[config.mk]
export PLATFORM = sky130hd
export DESIGN_NAME = riscv_core_lsu_ctrl_flat
export DESIGN_NICKNAME = d
export VERILOG_FILES = /design/src/rtl/riscv_core_lsu_pkg.sv /design/src/rtl/riscv_core_lsu_ctrl_if.sv /design/src/rtl/riscv_core_ldextend.sv /design/src/rtl/riscv_core_lsu_ctrl.sv /design/src/flat_wrapper.sv
export SDC_FILE = /design/constraint.sdc
export NUM_CORES = 1
export LEC_CHECK = 0
export CAP_MARGIN = 20
export CORE_AREA = 3 3 186 188
export CTS_CLUSTER_SIZE = 16
export DETAILED_ROUTE_END_ITERATION = 7
export DIE_AREA = 0 0 189 191
export HOLD_SLACK_MARGIN = 0.06
export PLACE_DENSITY = 0.84
export SETUP_SLACK_MARGIN = 0.4
export SLEW_MARGIN = 40
export SYNTH_ARGS = -nofsm -noshare
export SYNTH_HDL_FRONTEND = slang
export SYNTH_SLANG_ARGS = --single-unit
[constraint.sdc]
create_clock -name i_clk -period 2.6 [get_ports i_clk]
set_clock_uncertainty 0.15 [all_clocks]
set_input_delay 0.26 -clock i_clk [delete_from_list [all_inputs] [get_ports i_clk]]
set_output_delay 0.26 -clock i_clk [all_outputs]
set_load 0.05 [all_outputs]
[src/rtl/riscv_core_lsu_pkg.sv]
// rtl/riscv_core_lsu_pkg.sv - shared types, size codes and byte-enable helpers for the LSU controller
package riscv_core_lsu_pkg;
    localparam int XLEN = 64;

    typedef enum logic [1:0] {
        ST_IDLE,
        ST_REQ,
        ST_DONE,
        ST_EXC
    } lsu_state_t;

    localparam logic [1:0] SIZE_B = 2'b00;
    localparam logic [1:0] SIZE_H = 2'b01;
    localparam logic [1:0] SIZE_W = 2'b10;
    localparam logic [1:0] SIZE_D = 2'b11;

    localparam logic [7:0] BE_B = 8'h01;
    localparam logic [7:0] BE_H = 8'h03;
    localparam logic [7:0] BE_W = 8'h0F;
    localparam logic [7:0] BE_D = 8'hFF;

    function automatic logic [7:0] be_base(input logic [1:0] size);
        case (size)
            SIZE_B:  return BE_B;
            SIZE_H:  return BE_H;
            SIZE_W:  return BE_W;
            default: return BE_D;
        endcase
    endfunction

    function automatic logic misaligned(input logic [1:0] size, input logic [2:0] off);
        case (size)
            SIZE_H:  return off[0];
            SIZE_W:  return |off[1:0];
            SIZE_D:  return |off;
            default: return 1'b0;
        endcase
    endfunction
endpackage

[src/rtl/riscv_core_lsu_ctrl_if.sv]
// rtl/riscv_core_lsu_ctrl_if.sv - pipeline and data-cache signal bundle of the LSU controller
interface riscv_core_lsu_ctrl_if;
    import riscv_core_lsu_pkg::*;

    logic            i_lsu_valid;
    logic            o_lsu_ready;
    logic            i_lsu_we;
    logic [1:0]      i_lsu_size;
    logic            i_lsu_su_extend;
    logic [XLEN-1:0] i_lsu_addr;
    logic [XLEN-1:0] i_lsu_wdata;
    logic [4:0]      i_lsu_rd;
    logic            i_lsu_kill;
    logic            o_lsu_stall;
    logic            o_dc_req;
    logic            o_dc_we;
    logic [XLEN-1:0] o_dc_addr;
    logic [7:0]      o_dc_be;
    logic [XLEN-1:0] o_dc_wdata;
    logic            i_dc_ack;
    logic [XLEN-1:0] i_dc_rdata;
    logic            o_lsu_done;
    logic            o_lsu_wb_valid;
    logic [4:0]      o_lsu_wb_rd;
    logic [XLEN-1:0] o_lsu_wb_data;
    logic            o_lsu_misalign;
    logic            o_lsu_exc_st;
    logic [XLEN-1:0] o_lsu_badaddr;

    modport slave (
        input  i_lsu_valid, i_lsu_we, i_lsu_size, i_lsu_su_extend, i_lsu_addr,
               i_lsu_wdata, i_lsu_rd, i_lsu_kill, i_dc_ack, i_dc_rdata,
        output o_lsu_ready, o_lsu_stall, o_dc_req, o_dc_we, o_dc_addr, o_dc_be,
               o_dc_wdata, o_lsu_done, o_lsu_wb_valid, o_lsu_wb_rd, o_lsu_wb_data,
               o_lsu_misalign, o_lsu_exc_st, o_lsu_badaddr
    );

    modport master (
        output i_lsu_valid, i_lsu_we, i_lsu_size, i_lsu_su_extend, i_lsu_addr,
               i_lsu_wdata, i_lsu_rd, i_lsu_kill, i_dc_ack, i_dc_rdata,
        input  o_lsu_ready, o_lsu_stall, o_dc_req, o_dc_we, o_dc_addr, o_dc_be,
               o_dc_wdata, o_lsu_done, o_lsu_wb_valid, o_lsu_wb_rd, o_lsu_wb_data,
               o_lsu_misalign, o_lsu_exc_st, o_lsu_badaddr
    );
endinterface

[src/rtl/riscv_core_ldextend.sv]
// rtl/riscv_core_ldextend.sv - sign/zero extension of a right-justified load value
module riscv_core_ldextend
    import riscv_core_lsu_pkg::*;
(
    input  logic [XLEN-1:0] i_data,
    input  logic [1:0]      i_size,
    input  logic            i_su_extend,
    output logic [XLEN-1:0] o_data
);
    always_comb begin
        o_data = i_data;
        case (i_size)
            SIZE_B:  o_data = {{56{~i_su_extend & i_data[7]}},  i_data[7:0]};
            SIZE_H:  o_data = {{48{~i_su_extend & i_data[15]}}, i_data[15:0]};
            SIZE_W:  o_data = {{32{~i_su_extend & i_data[31]}}, i_data[31:0]};
            default: o_data = i_data;
        endcase
    end
endmodule

[src/rtl/riscv_core_lsu_ctrl.sv]
// rtl/riscv_core_lsu_ctrl.sv - single-op load/store sequencer between MEM stage and data cache
module riscv_core_lsu_ctrl
    import riscv_core_lsu_pkg::*;
(
    input  logic                 i_clk,
    input  logic                 i_rst_n,
    riscv_core_lsu_ctrl_if.slave bus
);
    lsu_state_t      state_q, state_d;
    logic            we_q, we_d, su_q, su_d, kill_q, kill_d;
    logic [1:0]      size_q, size_d;
    logic [XLEN-1:0] addr_q, addr_d;
    logic [4:0]      rd_q, rd_d;
    logic            ready_q, ready_d, dc_req_q, dc_req_d, dc_we_q, dc_we_d;
    logic [XLEN-1:0] dc_addr_q, dc_addr_d, dc_wdata_q, dc_wdata_d;
    logic [7:0]      dc_be_q, dc_be_d;
    logic            done_q, done_d, wb_valid_q, wb_valid_d;
    logic [4:0]      wb_rd_q, wb_rd_d;
    logic [XLEN-1:0] wb_data_q, wb_data_d, badaddr_q, badaddr_d;
    logic            misalign_q, misalign_d, exc_st_q, exc_st_d;
    logic [XLEN-1:0] ld_shifted, ld_ext;
    logic            misalign_out;

    assign ld_shifted = bus.i_dc_rdata >> {addr_q[2:0], 3'b000};

    riscv_core_ldextend u_ldextend (
        .i_data      (ld_shifted),
        .i_size      (size_q),
        .i_su_extend (su_q),
        .o_data      (ld_ext)
    );

    always_comb begin
        state_d    = state_q;
        we_d       = we_q;
        su_d       = su_q;
        kill_d     = kill_q;
        size_d     = size_q;
        addr_d     = addr_q;
        rd_d       = rd_q;
        ready_d    = ready_q;
        dc_req_d   = dc_req_q;
        dc_we_d    = dc_we_q;
        dc_addr_d  = dc_addr_q;
        dc_wdata_d = dc_wdata_q;
        dc_be_d    = dc_be_q;
        done_d     = 1'b0;
        wb_valid_d = 1'b0;
        wb_rd_d    = wb_rd_q;
        wb_data_d  = wb_data_q;
        badaddr_d  = badaddr_q;
        misalign_d = 1'b0;
        exc_st_d   = exc_st_q;
        case (state_q)
            ST_IDLE: begin
                if (bus.i_lsu_valid && !bus.i_lsu_kill) begin
                    we_d    = bus.i_lsu_we;
                    su_d    = bus.i_lsu_su_extend;
                    size_d  = bus.i_lsu_size;
                    addr_d  = bus.i_lsu_addr;
                    rd_d    = bus.i_lsu_rd;
                    kill_d  = 1'b0;
                    ready_d = 1'b0;
                    if (misaligned(bus.i_lsu_size, bus.i_lsu_addr[2:0])) begin
                        state_d    = ST_EXC;
                        misalign_d = 1'b1;
                        exc_st_d   = bus.i_lsu_we;
                        badaddr_d  = bus.i_lsu_addr;
                    end else begin
                        state_d    = ST_REQ;
                        dc_req_d   = 1'b1;
                        dc_we_d    = bus.i_lsu_we;
                        dc_addr_d  = {bus.i_lsu_addr[XLEN-1:3], 3'b000};
                        dc_be_d    = be_base(bus.i_lsu_size) << bus.i_lsu_addr[2:0];
                        dc_wdata_d = bus.i_lsu_wdata << {bus.i_lsu_addr[2:0], 3'b000};
                    end
                end
            end
            ST_REQ: begin
                if (bus.i_lsu_kill) kill_d = 1'b1;
                // The cache handshake must complete even for a squashed op.
                if (bus.i_dc_ack) begin
                    dc_req_d = 1'b0;
                    dc_we_d  = 1'b0;
                    if (kill_q || bus.i_lsu_kill) begin
                        state_d = ST_IDLE;
                        ready_d = 1'b1;
                    end else begin
                        state_d    = ST_DONE;
                        done_d     = 1'b1;
                        wb_valid_d = ~we_q;
                        wb_rd_d    = rd_q;
                        if (!we_q) wb_data_d = ld_ext;
                    end
                end
            end
            default: begin
                state_d = ST_IDLE;
                ready_d = 1'b1;
            end
        endcase
    end

    always_ff @(posedge i_clk) begin
        if (!i_rst_n) begin
            state_q    <= ST_IDLE;
            we_q       <= 1'b0;
            su_q       <= 1'b0;
            kill_q     <= 1'b0;
            size_q     <= SIZE_B;
            addr_q     <= '0;
            rd_q       <= '0;
            ready_q    <= 1'b1;
            dc_req_q   <= 1'b0;
            dc_we_q    <= 1'b0;
            dc_addr_q  <= '0;
            dc_wdata_q <= '0;
            dc_be_q    <= '0;
            done_q     <= 1'b0;
            wb_valid_q <= 1'b0;
            wb_rd_q    <= '0;
            wb_data_q  <= '0;
            badaddr_q  <= '0;
            misalign_q <= 1'b0;
            exc_st_q   <= 1'b0;
        end else begin
            state_q    <= state_d;
            we_q       <= we_d;
            su_q       <= su_d;
            kill_q     <= kill_d;
            size_q     <= size_d;
            addr_q     <= addr_d;
            rd_q       <= rd_d;
            ready_q    <= ready_d;
            dc_req_q   <= dc_req_d;
            dc_we_q    <= dc_we_d;
            dc_addr_q  <= dc_addr_d;
            dc_wdata_q <= dc_wdata_d;
            dc_be_q    <= dc_be_d;
            done_q     <= done_d;
            wb_valid_q <= wb_valid_d;
            wb_rd_q    <= wb_rd_d;
            wb_data_q  <= wb_data_d;
            badaddr_q  <= badaddr_d;
            misalign_q <= misalign_d;
            exc_st_q   <= exc_st_d;
        end
    end

    // A kill arriving while the exception is presented still squashes it.
    assign misalign_out = misalign_q & ~bus.i_lsu_kill;

    assign bus.o_lsu_ready    = ready_q;
    assign bus.o_lsu_stall    = bus.i_lsu_valid & ~done_q & ~misalign_out;
    assign bus.o_dc_req       = dc_req_q;
    assign bus.o_dc_we        = dc_we_q;
    assign bus.o_dc_addr      = dc_addr_q;
    assign bus.o_dc_be        = dc_be_q;
    assign bus.o_dc_wdata     = dc_wdata_q;
    assign bus.o_lsu_done     = done_q;
    assign bus.o_lsu_wb_valid = wb_valid_q;
    assign bus.o_lsu_wb_rd    = wb_rd_q;
    assign bus.o_lsu_wb_data  = wb_data_q;
    assign bus.o_lsu_misalign = misalign_out;
    assign bus.o_lsu_exc_st   = exc_st_q;
    assign bus.o_lsu_badaddr  = badaddr_q;
endmodule

[src/flat_wrapper.sv]
// flat-port wrapper written by rule: the top's interface ports become plain ports
module riscv_core_lsu_ctrl_flat import riscv_core_lsu_pkg::*;
  (i_clk, i_rst_n, bus_i_lsu_valid, bus_i_lsu_we, bus_i_lsu_size, bus_i_lsu_su_extend, bus_i_lsu_addr, bus_i_lsu_wdata, bus_i_lsu_rd, bus_i_lsu_kill, bus_i_dc_ack, bus_i_dc_rdata, bus_o_lsu_ready, bus_o_lsu_stall, bus_o_dc_req, bus_o_dc_we, bus_o_dc_addr, bus_o_dc_be, bus_o_dc_wdata, bus_o_lsu_done, bus_o_lsu_wb_valid, bus_o_lsu_wb_rd, bus_o_lsu_wb_data, bus_o_lsu_misalign, bus_o_lsu_exc_st, bus_o_lsu_badaddr);
  riscv_core_lsu_ctrl_if bus_i ();
  input  logic i_clk;
  input  logic i_rst_n;
  input wire logic [$bits(bus_i.i_lsu_valid)-1:0] bus_i_lsu_valid;
  input wire logic [$bits(bus_i.i_lsu_we)-1:0] bus_i_lsu_we;
  input wire logic [$bits(bus_i.i_lsu_size)-1:0] bus_i_lsu_size;
  input wire logic [$bits(bus_i.i_lsu_su_extend)-1:0] bus_i_lsu_su_extend;
  input wire logic [$bits(bus_i.i_lsu_addr)-1:0] bus_i_lsu_addr;
  input wire logic [$bits(bus_i.i_lsu_wdata)-1:0] bus_i_lsu_wdata;
  input wire logic [$bits(bus_i.i_lsu_rd)-1:0] bus_i_lsu_rd;
  input wire logic [$bits(bus_i.i_lsu_kill)-1:0] bus_i_lsu_kill;
  input wire logic [$bits(bus_i.i_dc_ack)-1:0] bus_i_dc_ack;
  input wire logic [$bits(bus_i.i_dc_rdata)-1:0] bus_i_dc_rdata;
  output wire logic [$bits(bus_i.o_lsu_ready)-1:0] bus_o_lsu_ready;
  output wire logic [$bits(bus_i.o_lsu_stall)-1:0] bus_o_lsu_stall;
  output wire logic [$bits(bus_i.o_dc_req)-1:0] bus_o_dc_req;
  output wire logic [$bits(bus_i.o_dc_we)-1:0] bus_o_dc_we;
  output wire logic [$bits(bus_i.o_dc_addr)-1:0] bus_o_dc_addr;
  output wire logic [$bits(bus_i.o_dc_be)-1:0] bus_o_dc_be;
  output wire logic [$bits(bus_i.o_dc_wdata)-1:0] bus_o_dc_wdata;
  output wire logic [$bits(bus_i.o_lsu_done)-1:0] bus_o_lsu_done;
  output wire logic [$bits(bus_i.o_lsu_wb_valid)-1:0] bus_o_lsu_wb_valid;
  output wire logic [$bits(bus_i.o_lsu_wb_rd)-1:0] bus_o_lsu_wb_rd;
  output wire logic [$bits(bus_i.o_lsu_wb_data)-1:0] bus_o_lsu_wb_data;
  output wire logic [$bits(bus_i.o_lsu_misalign)-1:0] bus_o_lsu_misalign;
  output wire logic [$bits(bus_i.o_lsu_exc_st)-1:0] bus_o_lsu_exc_st;
  output wire logic [$bits(bus_i.o_lsu_badaddr)-1:0] bus_o_lsu_badaddr;
  assign bus_i.i_lsu_valid = bus_i_lsu_valid;
  assign bus_i.i_lsu_we = bus_i_lsu_we;
  assign bus_i.i_lsu_size = bus_i_lsu_size;
  assign bus_i.i_lsu_su_extend = bus_i_lsu_su_extend;
  assign bus_i.i_lsu_addr = bus_i_lsu_addr;
  assign bus_i.i_lsu_wdata = bus_i_lsu_wdata;
  assign bus_i.i_lsu_rd = bus_i_lsu_rd;
  assign bus_i.i_lsu_kill = bus_i_lsu_kill;
  assign bus_i.i_dc_ack = bus_i_dc_ack;
  assign bus_i.i_dc_rdata = bus_i_dc_rdata;
  assign bus_o_lsu_ready = bus_i.o_lsu_ready;
  assign bus_o_lsu_stall = bus_i.o_lsu_stall;
  assign bus_o_dc_req = bus_i.o_dc_req;
  assign bus_o_dc_we = bus_i.o_dc_we;
  assign bus_o_dc_addr = bus_i.o_dc_addr;
  assign bus_o_dc_be = bus_i.o_dc_be;
  assign bus_o_dc_wdata = bus_i.o_dc_wdata;
  assign bus_o_lsu_done = bus_i.o_lsu_done;
  assign bus_o_lsu_wb_valid = bus_i.o_lsu_wb_valid;
  assign bus_o_lsu_wb_rd = bus_i.o_lsu_wb_rd;
  assign bus_o_lsu_wb_data = bus_i.o_lsu_wb_data;
  assign bus_o_lsu_misalign = bus_i.o_lsu_misalign;
  assign bus_o_lsu_exc_st = bus_i.o_lsu_exc_st;
  assign bus_o_lsu_badaddr = bus_i.o_lsu_badaddr;
  riscv_core_lsu_ctrl u_core (.i_clk(i_clk), .i_rst_n(i_rst_n), .bus(bus_i));
endmodule
## Word-level counts from Yosys, hierarchy flattened

Cells that the tools add are included.

| word-level totals | value |
|---|---|
| flip-flop bits (word level) | 288 |
| input bits | 206 |
| output and inout bits | 277 |
| logic and storage cells | 99 |

| cells by class | value |
|---|---|
| equality and inequality tests | 11 |
| shift operators | 3 |
| mux-type cells | 28 |
| bitwise gates (word level) | 16 |
| reductions and logical operators | 21 |

Operator list:

| cell | count |
|---|---|
| case mux 64 bit (3 select lines) | 1 |
| left shift 64 x 6 -> 64 bit | 1 |
| right shift 64 x 6 -> 64 bit | 1 |
| two-way mux 8 bit | 3 |
| case mux 8 bit (3 select lines) | 1 |
| AND reduction 3 bit | 7 |
| two-way mux 1 bit | 13 |
| NOT 1 bit | 10 |
| two-way mux 2 bit | 4 |
| case mux 1 bit (2 select lines) | 4 |
| AND reduction 4 bit | 2 |
| left shift 8 x 3 -> 8 bit | 1 |
| bitwise AND 1 bit | 6 |
| == test 2 x 1 -> 1 bit (second input constant) | 3 |
| == test 2 bit (second input constant) | 3 |
| zero test 2 bit | 3 |
| inequality test 2 bit (second input constant) | 3 |
| inequality test 2 x 1 -> 1 bit (second input constant) | 2 |
| case mux 2 bit (2 select lines) | 1 |
| AND reduction 2 bit | 2 |
| OR reduction 4 bit | 1 |
| case mux 1 bit (3 select lines) | 1 |
| OR reduction 3 bit | 1 |
| nonzero test 2 bit | 1 |
| other kinds (4) | 4 |

## Logic depth before layout (Yosys ltp)

| logic depth | value |
|---|---|
| word-level depth | 8 |
| depth in mapped cells | 9 |
| mapped depth without buffers | 5 |

## Modules after synthesis

From an unflattened synthesis, not the netlist that was laid out.

| second synthesis, totals | value |
|---|---|
| cells, all modules | 1785 |
| area, all modules | 14024.7 um^2 |

By module, submodules not included:

| module | times used | cells an instance | area each (um^2) | sequential area each (um^2) |
|---|---|---|---|---|
| riscv_core_lsu_ctrl | 1 | 1635 | 13171.4 | 5765.5 |
| riscv_core_ldextend | 1 | 150 | 853.3 | 0.0 |

## Least setup slack after synthesis

OpenSTA, ideal clock, no wires.

| timing | value |
|---|---|
| path type | flip-flop to output port |
| from | register u_core.misalign_q |
| to | output port bus_o_lsu_stall |
| arrival time | 1792 ps |
| setup slack | 398 ps |
| cell stages (with the launch flop) | 3 |
| cell sequence | dfxtp_1 > nor2b_1 > nor3b_1 |

| on the way | value |
|---|---|
| word-level cells in the longest chain between the ends | 3 |

Ends and longest elaborated chain:

| item | RTL line | RTL |
|---|---|---|
| start, declared | riscv_core_lsu_ctrl.sv:20 | `logic misalign_q, misalign_d, exc_st_q, exc_st_d;` |
| start signal, assigned | riscv_core_lsu_ctrl.sv:145 | `misalign_q <= misalign_d;` |
| bitwise AND 1 bit | riscv_core_lsu_ctrl.sv:151 | `assign misalign_out = misalign_q & ~bus.i_lsu_kill;` |
| net bus_o_lsu_misalign | flat_wrapper.sv:28 | `output wire logic [$bits(bus_i.o_lsu_misalign)-1:0] bus_o_lsu_misalign;` |
| NOT 1 bit | riscv_core_lsu_ctrl.sv:154 | `assign bus.o_lsu_stall = bus.i_lsu_valid & ~done_q & ~misalign_out;` |
| bitwise AND 1 bit | riscv_core_lsu_ctrl.sv:154 |  |
| end, declared | flat_wrapper.sv:18 | `output wire logic [$bits(bus_i.o_lsu_stall)-1:0] bus_o_lsu_stall;` |

The timed path passes the listed nets, and every way through them passes these cells.

## Worst setup path after layout

| timing | value |
|---|---|
| from | register u_core.addr_q[1] |
| to | register u_core.wb_data_q[33], in the netlist u_core.bus.o_lsu_wb_data[33] |

| on the way | value |
|---|---|
| word-level cells in the longest chain between the ends | 3 |
| elaborated cells between the ends (all ways) | 5 |
| classes of those cells | shift (1); mux (1); bitwise (3) |

Ends and longest elaborated chain:

| item | RTL line | RTL |
|---|---|---|
| start, declared | riscv_core_lsu_ctrl.sv:12 | `logic [XLEN-1:0] addr_q, addr_d;` |
| start signal, assigned | riscv_core_lsu_ctrl.sv:132 | `addr_q <= addr_d;` |
| right shift 64 x 6 -> 64 bit * | riscv_core_lsu_ctrl.sv:24 | `assign ld_shifted = bus.i_dc_rdata >> {addr_q[2:0], 3'b000};` |
| bitwise AND 1 bit (on tied branches) | riscv_core_ldextend.sv:15, riscv_core_ldextend.sv:14, riscv_core_ldextend.sv:13 |  |
| case mux 64 bit (3 select lines) * | riscv_core_ldextend.sv:12 | `case (i_size)` |
| end signal, assigned | riscv_core_lsu_ctrl.sv:143 | `wb_data_q <= wb_data_d;` |
| end, declared | riscv_core_lsu_ctrl.sv:19 | `logic [XLEN-1:0] wb_data_q, wb_data_d, badaddr_q, badaddr_d;` |

Every way passes the cells marked *; elsewhere a longest branch is shown, timed or not.
A chain may end at the register's enable or synchronous reset.

==> impl_metrics.env <==
export IMPL_worst_pin_slew_ps=687
export IMPL_end_kind="register"
export IMPL_io_buffers=479
export IMPL_synth_flop_cell="dfxtp_1"
export IMPL_fp_dieW_um=189
export IMPL_min_from="bus_i_lsu_rd[0]"
export IMPL_hold_violations=0
export IMPL_die_h_um=191
export IMPL_multi_input_area_um2=7350
export IMPL_start_kind="register"
export IMPL_critPathLaunch="u_core.addr_q[1]$_SDFFE_PN0P_"
export IMPL_ys_seq_elements=288
export IMPL_seq_area_frac_synth_pct=42.7
export IMPL_hold_class="input pin to register"
export IMPL_synth_edff_count=0
export IMPL_fmaxAchievable_ghz=0.444
export IMPL_outcome="complete, no violations"
export IMPL_numCtsBuffers=31
export IMPL_clkTransAtPathRegs_ps=60
export IMPL_cts_htree_levels=1
export IMPL_dpl_worst_slack_ps=-53.8
export IMPL_antenna_found_initial=8
export IMPL_root_buffer="clkbuf_16"
export IMPL_r2r_cells=6
export IMPL_nNetsFinal=2256
export IMPL_async_flop_share_pct=0
export IMPL_seqCellArea_um2=5780
export IMPL_final_common_cell="clkdlybuf4s50_1"
export IMPL_cts_tree="built"
export IMPL_worstPathArrival_ps=2540
export IMPL_regToRegSetupSlack_ps=350
export IMPL_syn_mean_instance_area_um2=8.55
export IMPL_p_per_area_nw_per_um2=584
export IMPL_core_area_um2=33300
export IMPL_clock_sinks=288
export IMPL_drv_cap=0
export IMPL_routed_via_count=14396
export IMPL_syn_area_um2=13500
export IMPL_drv_slew=0
export IMPL_grt_ovfl_total=0
export IMPL_worstPathMaxFanout=12
export IMPL_power_leakage_nw=7.80
export IMPL_slowest_delay_ps=480
export IMPL_layout_common_cells="clkdlybuf4s50_1 (432), nand2_1 (375), dfxtp_1 (284)"
export IMPL_holdPathStages=3
export IMPL_period_needed_ps=2250
export IMPL_detail_route_antenna_nets=0
export IMPL_dr_pass1_iters=7
export IMPL_cp_slowest_cell="mux4_2"
export IMPL_synthCells=1579
export IMPL_dieArea_um2=36100
export IMPL_grt_max_degree=98
export IMPL_whs_ps=123
export IMPL_drive_above_1_share_pct=13.4
export IMPL_wirelength_mm=58.7
export IMPL_cp_data_required_time_ps=2890
export IMPL_peakVddDrop_v=0.000487
export IMPL_slew_headroom_pct=52.9
export IMPL_grt_pass1_wl_mm=85.3
export IMPL_grt_pass1_vias=14194
export IMPL_crit_end="u_core.bus.o_lsu_wb_data[33]$_SDFFE_PN0P_"
export IMPL_crit_chain="mux2_4, mux4_2, nand3_2, nand4_4, buf_12, o221a_2"
export IMPL_viasPerCell=5.71
export IMPL_start_util_pct=40.6
export IMPL_critical_path_depth=6
export IMPL_io_pins=483
export IMPL_setup_slack_ps=348
export IMPL_clk_latency_ps=550
export IMPL_clockBufferDepth=3
export IMPL_drt_iter0_drc=1156
export IMPL_yosysWarnings=0
export IMPL_rows=67
export IMPL_critPathTopFamily="multiplexers"
export IMPL_path_class="register to register"
export IMPL_setup_viol_count_final=0
export IMPL_rsz0062_at_grt="yes"
export IMPL_timing_rr_end="u_core.bus.o_lsu_wb_data[33]$_SDFFE_PN0P_"
export IMPL_r2r_start="u_core.addr_q[1]$_SDFFE_PN0P_"
export IMPL_drc=0
export IMPL_nFillCells=2717
export IMPL_path_buf_inv=1
export IMPL_area_growth_pct=54.6
export IMPL_gp_congestion=1.01
export IMPL_gr_usage_all_layers_pct=30.1
export IMPL_finalCritPeriodShare_pct=86.6
export IMPL_synth_cell_types=54
export IMPL_dp_hpwl_mm=43.1
export IMPL_wl_per_cell_um=23.3
## power breakdown
part,switching [mW],total [mW],internal [mW]
Clock,1.88,5.05,3.17
Sequential,0.105,4.66,4.56
Combinational,1.46,2.48,1.02
## state kept, by name, indices dropped and copies added (netlist names)
signal                     count
u_core.addr_q                  3
u_core.bus.o_dc_addr          61
u_core.bus.o_dc_be             8
u_core.bus.o_dc_req            1
u_core.bus.o_dc_wdata         64
u_core.bus.o_dc_we             1
u_core.bus.o_lsu_badaddr      64
u_core.bus.o_lsu_done          1
u_core.bus.o_lsu_exc_st        1
u_core.bus.o_lsu_ready         1
u_core.bus.o_lsu_wb_data      64
u_core.bus.o_lsu_wb_rd         5
u_core.bus.o_lsu_wb_valid      1
u_core.kill_q                  1
u_core.misalign_q              1
u_core.rd_q                    5
u_core.size_q                  2
u_core.state_q                 2
u_core.su_q                    1
u_core.we_q                    1
## cell type report
class / instances / area share, %
clock inverters: 18 / 1.46
repair buffers: 585 / 28.7
well taps: 448 / 2.68
clock buffers: 39 / 4.19
flip-flops and latches: 288 / 27.7
inverters: 4 / 0.0959
diodes: 1 / 0.0120
multi-input cells: 1140 / 35.2
## metrics by stage
stage | instances | area (um2) | total power [mW] | setup TNS, ps | util [%]
floorplan | 1581 | 13500 | 6.05 | 0 | -
global placement | 2448 | 19200 | 7.12 | -66.4 | 57.7
detailed placement | 2448 | 19200 | 7.14 | -311 | 57.7
CTS | 2509 | 20400 | 12.2 | 0 | 61.4
global route | 2522 | 20900 | 12.6 | 0 | 62.7
finish | 2523 | 20900 | 12.2 | 0 | 62.7
## kinds of logic after synthesis
kind of cell	Yosys count	share of synthesized area, %
simple gates	582	17.8
compound gates	398	18.7
flops	288	42.7
mux	156	16.0
buf+inv	154	4.86
other cells	1	0.0278
## cell usage after synthesis (all sizes together) (2+ instances only)
cell    number  area, um2
o22a         6       52.6
mux2         5       56.3
nand3       28        140
a31oi       17        106
a211oi      24        180
clkinv       2       7.51
a221o        8       80.1
o21ai       56        280
or3b         2       17.5
o22ai        8       50.1
o21a         2       15.0
inv          2       7.51
mux4        47       1060
nand2b       9       56.3
nand3b       2       15.0
buf         61        308
o221a       31        349
nand2      377       1420
mux2i      104       1040
and2        11       68.8
a211o        2       17.5
a21o         2       15.0
nor2b       16        100
a21oi      202       1010
or3          2       12.5
a311oi      15        131
nand4        4       31.3
a41oi        8       70.1
dfxtp      288       5770
nor3         8       40.0
nor2       116        435
clkbuf      89        334
o41ai        7       61.3
## worst min-delay path by stage
| stage | endpoint | slack, ps |
|---|---|---|
| 4_1_cts | u_core.rd_q[0]$_SDFFE_PN0P_ | 100 |
| 3_5_place_dp | u_core.bus.o_lsu_exc_st$_SDFFE_PN0P_ | 300 |
| 2_1_floorplan | u_core.rd_q[0]$_SDFFE_PN0P_ | 250 |
| 3_3_place_gp | u_core.bus.o_dc_wdata[22]$_SDFFE_PN0P_ | 290 |
| 6_report | u_core.rd_q[0]$_SDFFE_PN0P_ | 120 |
| 5_1_grt | u_core.rd_q[0]$_SDFFE_PN0P_ | 120 |
## worst min-delay path, cell delays in order
cell             delay (ps)
clkdlybuf4s50_1         400
nand2_1                  60
a21oi_1                  60
## what timing repair did
item,in CTS,in global routing
cloned,0,6
pin swaps,1,11
setup endpoints to repair,150,132
hold buffers,3,0
gates resized for setup,27,63
hold endpoints to repair,19,0
buffers inserted,1,7
## metal layers
| layer | global-route usage (%) | wire length, um | vias up |
|---|---|---|---|
| met2 | 52.7 | 28600 | 823 |
| met5 | 0 | 80 | - |
| met3 | 8.75 | 6040 | 162 |
| li1 | - | - | 6524 |
| met1 | 34.3 | 21100 | 6875 |
| met4 | 13.1 | 2870 | 12 |
(Power assumes the default switching activity.)
